$ cat src/rtl/mem_access_unit.sv
// Load/store initiator between the core and a word-only data memory.
// Sub-word stores are read-modify-write; misaligned, out-of-range and illegal requests are rejected.
module mem_access_unit #(
  parameter int WORDS = 64
) (
  input  logic        clk,
  input  logic        rst_n,
  input  logic        req_valid,
  output logic        req_ready,
  input  logic        req_we,
  input  logic [2:0]  req_size,
  input  logic [31:0] req_addr,
  input  logic [31:0] req_wdata,
  output logic        resp_valid,
  input  logic        resp_ready,
  output logic [31:0] resp_rdata,
  output logic        resp_err,
  output logic [31:0] mem_address,
  output logic [31:0] mem_write_data,
  output logic        mem_write_enable,
  input  logic [31:0] mem_read_data,
  output logic [1:0]  dbg_state
);

  // Handshakes: a transfer happens on a rising clk edge where valid and ready are both high;
  // valid-side payload is held stable until that edge.

  typedef enum logic [1:0] {IDLE, RD, WR, RESP} state_t;

  state_t      state_q, state_d;
  logic        we_q;
  logic [2:0]  size_q;
  logic [31:0] addr_q;
  logic [31:0] wdata_q;
  logic [31:0] buf_q;
  logic [31:0] rdata_q;
  logic        err_q;

  logic        req_hs;
  logic        req_bad;
  logic        size_legal;
  logic [31:0] rd_shifted;
  logic [31:0] ld_data;
  logic [31:0] merged;

  assign req_ready  = (state_q == IDLE);
  assign req_hs     = req_valid & req_ready;
  assign resp_valid = (state_q == RESP);
  assign resp_rdata = rdata_q;
  assign resp_err   = err_q;
  assign dbg_state  = state_q;

  always_comb begin
    size_legal = 1'b0;
    case (req_size)
      3'b000, 3'b001, 3'b010, 3'b100, 3'b101: size_legal = 1'b1;
      default:                                size_legal = 1'b0;
    endcase
  end

  assign req_bad = !size_legal
                || (req_we && req_size[2])
                || ((req_size[1:0] == 2'b10) && (req_addr[1:0] != 2'b00))
                || ((req_size[1:0] == 2'b01) && req_addr[0])
                || (req_addr[31:2] >= 30'(WORDS));

  // Half accesses are 2-byte aligned, so the byte-lane shift also selects the right half.
  assign rd_shifted = mem_read_data >> {addr_q[1:0], 3'b000};

  always_comb begin
    ld_data = rd_shifted;
    case (size_q)
      3'b000:  ld_data = {{24{rd_shifted[7]}}, rd_shifted[7:0]};
      3'b001:  ld_data = {{16{rd_shifted[15]}}, rd_shifted[15:0]};
      3'b100:  ld_data = {24'd0, rd_shifted[7:0]};
      3'b101:  ld_data = {16'd0, rd_shifted[15:0]};
      default: ld_data = rd_shifted;
    endcase
  end

  always_comb begin
    merged = buf_q;
    case (size_q[1:0])
      2'b00:   merged[{addr_q[1:0], 3'b000} +: 8]  = wdata_q[7:0];
      2'b01:   merged[{addr_q[1], 4'b0000} +: 16] = wdata_q[15:0];
      default: merged = wdata_q;
    endcase
  end

  always_comb begin
    state_d          = state_q;
    mem_address      = 32'd0;
    mem_write_data   = 32'd0;
    mem_write_enable = 1'b0;
    case (state_q)
      IDLE: begin
        if (req_hs) begin
          if (req_bad)                              state_d = RESP;
          else if (req_we && req_size[1:0] == 2'b10) state_d = WR;
          else                                      state_d = RD;
        end
      end
      RD: begin
        mem_address = {addr_q[31:2], 2'b00};
        state_d     = we_q ? WR : RESP;
      end
      WR: begin
        mem_address      = {addr_q[31:2], 2'b00};
        mem_write_data   = merged;
        mem_write_enable = 1'b1;
        state_d          = RESP;
      end
      RESP: begin
        if (resp_ready) state_d = IDLE;
      end
      default: state_d = IDLE;
    endcase
  end

  always_ff @(posedge clk) begin
    if (!rst_n) begin
      state_q <= IDLE;
      we_q    <= 1'b0;
      size_q  <= 3'd0;
      addr_q  <= 32'd0;
      wdata_q <= 32'd0;
      buf_q   <= 32'd0;
      rdata_q <= 32'd0;
      err_q   <= 1'b0;
    end else begin
      state_q <= state_d;
      if (req_hs) begin
        we_q    <= req_we;
        size_q  <= req_size;
        addr_q  <= req_addr;
        wdata_q <= req_wdata;
        rdata_q <= 32'd0;
        err_q   <= req_bad;
      end
      if (state_q == RD) begin
        buf_q <= mem_read_data;
        if (!we_q) rdata_q <= ld_data;
      end
    end
  end

endmodule

$ cat config.mk
export PLATFORM = sky130hd
export DESIGN_NAME = mem_access_unit
export DESIGN_NICKNAME = d
export VERILOG_FILES = /design/src/rtl/mem_access_unit.sv
export SDC_FILE = /design/constraint.sdc
export NUM_CORES = 1
export LEC_CHECK = 0
export BUFFER_PORTS_ARGS = -buffer_cell sky130_fd_sc_hd__buf_2
export CAP_MARGIN = 15
export CORE_ASPECT_RATIO = 0.75
export CORE_MARGIN = 10
export CORE_UTILIZATION = 40
export DETAILED_ROUTE_END_ITERATION = 16
export HOLD_SLACK_MARGIN = 0.02
export PLACE_DENSITY = 0.72
export SYNTH_ARGS = -nofsm -noshare
export SYNTH_HDL_FRONTEND = slang
export SYNTH_SLANG_ARGS = --single-unit
$ cat constraint.sdc
create_clock -name clk -period 3.9 [get_ports clk]
set_clock_uncertainty 0.2 [all_clocks]
set_input_delay 0.195 -clock clk [delete_from_list [all_inputs] [get_ports clk]]
set_output_delay 0.195 -clock clk [all_outputs]
set_load 0.01 [all_outputs]
; After elaboration in Yosys (flattened, before gate mapping)
; Cells that the tools add are included.
[word_totals]
reg_bits = 135
latch_bits = 0
ram_bits = 0
romBits = 0
input_bits = 104
wordCells = 66
memories = 0
[classes]
add_sub_neg = 2
multipliers = 0
div_mod_pow = 0
n_lt_le_gt_ge = 1
eq_ne = 15
shift = 5
n_mux = 17
bitwise = 1
n_reduce_logical = 17
[ops]
columns = operator, count
row1 = two-way mux 32 bit, 5
row2 = case mux 32 bit (4 select lines), 1
row3 = bitwise mux 32 bit, 2
row4 = case mux 32 bit (2 select lines), 1
row5 = variable shift 16 x 7 -> 32 bit (first input constant), 1
row6 = variable shift 8 x 7 -> 32 bit (first input constant), 1
row7 = variable part select 16 x 7 -> 32 bit, 1
row8 = variable part select 8 x 7 -> 32 bit, 1
row9 = >> shifter 32 x 5 -> 32 bit, 1
row10 = greater-or-equal comparator 30 x 7 -> 1 bit (second input constant), 1
row11 = negator 5 -> 7 bit, 2
row12 = == test 3 bit (second input constant), 4
row13 = two-way mux 2 bit, 4
row14 = case mux 2 bit (4 select lines), 1
row15 = == test 2 x 1 -> 1 bit (second input constant), 3
row16 = == test 2 bit (second input constant), 3
row17 = == test 3 x 1 -> 1 bit (second input constant), 2
row18 = zero test 3 bit, 2
row19 = OR reduction 5 bit, 1
row20 = logical AND 1 bit, 4
row21 = zero test 2 bit, 2
row22 = logical OR 1 bit, 4
row23 = != test 2 x 1 -> 1 bit (second input constant), 2
row24 = == test 3 x 2 -> 1 bit (second input constant), 1
row25 = other kinds (6), 8

; Logic depth before layout (Yosys ltp)
[logic_depth]
word_depth = 11
ltp_mapped = 9
ltp_nobuf = 6

; Worst setup path after synthesis
; OpenSTA, ideal clock, no wires.
[synth_timing]
path_kind = reg2out
from = register addr_q[0]
to = output port mem_write_data[24]
arrival_ns = 2.001
required_time_ns = 3.505
slack_ns = 1.504
stages_incl_launch_ff = 9
n_path_buf = 2
cell_sequence = dfxtp_1 -> buf_2 -> inv_2 -> ha_1 -> nor4bb_1 -> buf_1 -> a221o_1 -> a22oi_1 -> nor2b_1
[synth_via]
elab_chain_len = 5
elab_cells_between_ends = 6
[synth_lines]
columns = item, line_no
row1 = "start, declared", 33  ; logic [31:0] addr_q;
row2 = "start signal, assigned", 135  ; addr_q <= req_addr;
row3 = negator 5 -> 7 bit (*), 84  ; 2'b00: merged[{addr_q[1:0], 3'b000} +: 8] = wdata_q[7:0];
row4 = variable part select 8 x 7 -> 32 bit or variable shift 8 x 7 -> 32 bit (tied branches), 84
row5 = bitwise mux 32 bit (*), 84
row6 = case mux 32 bit (2 select lines) (*), 83  ; case (size_q[1:0])
row7 = two-way mux 32 bit (*), 95  ; case (state_q)
row8 = "end, declared", 19  ; output logic [31:0] mem_write_data,
; Every way passes the cells marked *; elsewhere a longest branch is shown, timed or not.

; Worst setup path in the final report
[layout_timing]
from = register size_q[0]
to = output port mem_write_data[5]
[layout_via]
elab_chain_len = 3
elab_cells_between_ends = 4
[layout_lines]
columns = item, line_no
row1 = "start, declared", 32  ; logic [2:0] size_q;
row2 = "start signal, assigned", 134  ; size_q <= req_size;
row3 = == test 2 x 1 -> 1 bit or zero test 2 bit (tied branches), 83
row4 = case mux 32 bit (2 select lines) (*), 83
row5 = two-way mux 32 bit (*), 95
; Marked as above.

==> summary.txt <==
Status
  – Status: finished clean

Pwr
  – Gate power share: 37.4%
  – Sequential share of power: 33.8%
  – Cell Int Power: roughly 3.6 mW
  – Clock Power Share: between 20% and 30%
  – Net switching power: 2.17 mW
  – Peak VDD IR: between 0.3 and 0.4 mV
  – Switch share: a little under two fifths
  – Pwr/cell area: between 500 and 600 mW/mm^2
  – Leakage power: around 4.0 nW

Floorplanning
  – IO Count: ~210
  – Starting density of the core: between 40% and 50%
  – Area of the core: approximately 0.017 mm^2
  – DIE AREA: ~0.023 mm^2
  – Die W: roughly 170 um
  – Die Y-Extent: ~130 um
  – Rows: 41

Setup path
  – Delay-heaviest family, CP: simple AND/OR/NAND/NOR gates
  – FF-to-FF setup slack: 1310 ps
  – Crit Path Category: register to output pin
  – Buf/Inv on CP: 1
  – Worst-path cell chain: nor3b_1 -> nor3_1 -> nand2_1 -> a21boi_0 -> buf_2
  – Critical Path AT: approximately 3000 ps
  – Crit path largest cell delay: ~950 ps
  – Crit. End Element: output pin
  – Req. time, crit path: 3500 ps
  – Nature of the critical path startpoint: register
  – Critical path's slowest cell: dfxtp_1
  – CP max FO: 29

GRT
  – First-pass GRT wire length: 38700 um
  – Met1 usage: ~28%
  – GRT Total Usage: a little over a fifth
  – Initial antenna violation count: 2
  – Grt met3 use: around 7.3%
  – Total grt overflow: 0
  – Vias in the first global route: just under 7k
  – Pin count of the biggest net entering global routing: between 70 and 80
  – GR Layer Usage met2: between 30% and 40%
  – Grt peak-use layer: met2

STA
  – Max-slew violation count: 0
  – Number of hold violations in the final report: 0
  – Fin crit period: around 3400 ps
  – F_max: approximately 0.29 GHz
  – Slew @ Worst Pin: around 1100 ps
  – Final setup TNS: 0 ps
  – Relative slew slack: roughly 30%
  – Final setup viols: 0
  – Period utilization: between 80 and 90%
  – Final Worst Setup Slack: about 490 ps
  – RSZ-0062 raised after global routing: no

Place
  – Port Buffers: between 200 and 250
  – Hpwl dp: ~17000 um
  – Setup WS pre-CTS: slightly below 1000 ps
  – Gp weighted congestion: roughly 0.86

Logic synthesis
  – Mean area per synthesized cell: 8.60 um^2
  – Synthesis-stage register bit count: between 100 and 150
  – Most used DFF post-synth: dfxtp_1
  – Cells after synthesis: a little over 800
  – Top post-synthesis cells by count: nand2_1 (178), dfxtp_1 (135), a21boi_0 (74), nor2b_1 (59), mux2i_1 (58)
  – Ys async rst share: 0%
  – Top-area cell type share of the netlist area: approximately two fifths
  – Cell Area, Synth: roughly 0.0069 mm^2
  – Post-synth EDFFs: 0
  – Unique masters post-synth: 54
  – Leading area contributor after synthesis: dfxtp_1
  – Ys Warns: 0
  – Register area share after synthesis: ~39%
  – Synth area leaders: dfxtp_1 (39%), nand2_1 (9.6%), mux2i_1 (8.4%)
  – Count leader, synth: nand2_1

Route
  – DR pass1 iterations: 7
  – Iter 0 DRT Violations: approximately 610
  – Final wirelength: around 25000 um
  – Avg Vias per Cell: approximately 5.4
  – Antenna Nets Post-Route: 0
  – Remaining DRCs: 0
  – Wire length per cell: around 19 um
  – DR vias: between 6k and 7k

Cells and area
  – Synth-to-Final Area Change: 38.5%
  – Nets: ~1.2k
  – Share of layout cells above drive strength 1: roughly a quarter
  – # fillers: between 1.5k and 2k

CTS
  – Longest Clk Path Bufs: 2
  – # Post-CTS Setup Buffers: 0
  – TritonCTS clock tree: done
  – H-tree depth: 4
  – Clock slew at reported path FFs: about 60 ps
  – Clock root cell: clkbuf_16
  – Worst-skew pair later-pin latency: ~420 ps
  – CTS Buf Count: 17
  – Clk sinks: ~140

Run
  – Max-Cap Viols: 0

Worst hold path
  – Hold Crit Class: input port to register
==> routing by layer <==
layer	vias to the layer above	part of all wire, %
li1	3368	-
met1	3287	44
met2	313	45
met3	25	9.9
met4	0	1.2
met5	-	0
==> registers in the layout (all words and copies together) (netlist names) <==
signal,cells
we_q,1
dbg_state,2
buf_q,32
resp_rdata,32
resp_err,1
size_q,3
addr_q,32
wdata_q,32
==> layout make-up <==
type / count / area (um^2) / area share [%]
antenna: 2 / 5.00 / 0.0520
clock buffer: 20 / 467 / 4.85
clock inverter: 12 / 140 / 1.46
inverter: 8 / 30.0 / 0.312
multi-input combinational: 598 / 3900 / 40.6
sequential: 135 / 2700 / 28.1
tap: 215 / 269 / 2.80
timing repair buffer: 314 / 2100 / 21.9
==> layout by cell type, fill, tap and decap left out, types with 9 or more instances in the layout <==
master | synthesis | final
a22oi_1 | 10 | 10
mux2i_1 | 58 | 58
nor2b_1 | 59 | 59
dlygate4sd3_1 | 0 | 101
a21oi_1 | 20 | 20
dfxtp_1 | 135 | 134
a21boi_0 | 74 | 74
buf_2 | 10 | 203
nor2_1 | 13 | 13
clkbuf_16 | 0 | 17
buf_4 | 4 | 10
nand2_1 | 178 | 177
o21ai_0 | 10 | 10
a22o_1 | 9 | 9
and2_1 | 33 | 32
a221o_1 | 24 | 24
==> path summary, 6_finish.rpt <==
kind,startpoint,endpoint,depth (start not counted)
hold / removal,rst_n,resp_rdata[11],3
hold reg to reg,addr_q[14],addr_q[14],2
setup / recovery,size_q[0],mem_write_data[5],5
setup reg to reg,addr_q[1],resp_rdata[14],5
==> tightest hold or removal path, delay by kind of cell <==
family | cells | cell delay (ps)
and+or+nand+nor | 1 | 120
AOI/OAI and AO/OA | 1 | 30
buffers and inverters | 1 | 270
==> repair_timing <==
action | CTS | global route
hold buffers | 101 | 0
endpoints found under the hold margin | 119 | 0
resized for setup | 0 | 0
==> power by group through the flow <==
| stage | Clock [mW] | Combinational, mW | Sequential (mW) |
|---|---|---|---|
| after floorplan | 0 | 1.43 | 1.90 |
| after global placement | 0 | 2.03 | 1.95 |
| after detailed placement | 0 | 2.05 | 1.96 |
| after CTS | 1.67 | 2.14 | 1.93 |
| after global routing | 1.73 | 2.37 | 1.97 |
| final | 1.65 | 2.15 | 1.94 |
==> through the flow <==
step                      cells  power (mW)  utilization [%]  hold slack [ps]  cell area, um^2
after floorplan             809        3.34                -              133             6950
after global placement     1169        3.98             47.2              246             8000
after detailed placement   1169        4.00             47.2              252             8000
after CTS                  1302        5.74             56.8             40.3             9610
after global routing       1304        6.08             56.8             68.9             9620
final                      1304        5.74             56.8             53.1             9620
==> cells by family after synthesis <==
logic type / Yosys count / synth area share, %
buffers and inverters: 76 / 5.04
AND/OR/NAND/NOR: 321 / 22.3
adder cells (fa/ha/maj): 9 / 1.62
flip-flops: 135 / 38.9
multiplexers: 66 / 9.66
XOR/XNOR: 1 / 0.126
AO/OA/AOI/OAI: 199 / 22.2
other: 1 / 0.0540
Power figures use the tool's default switching activity.
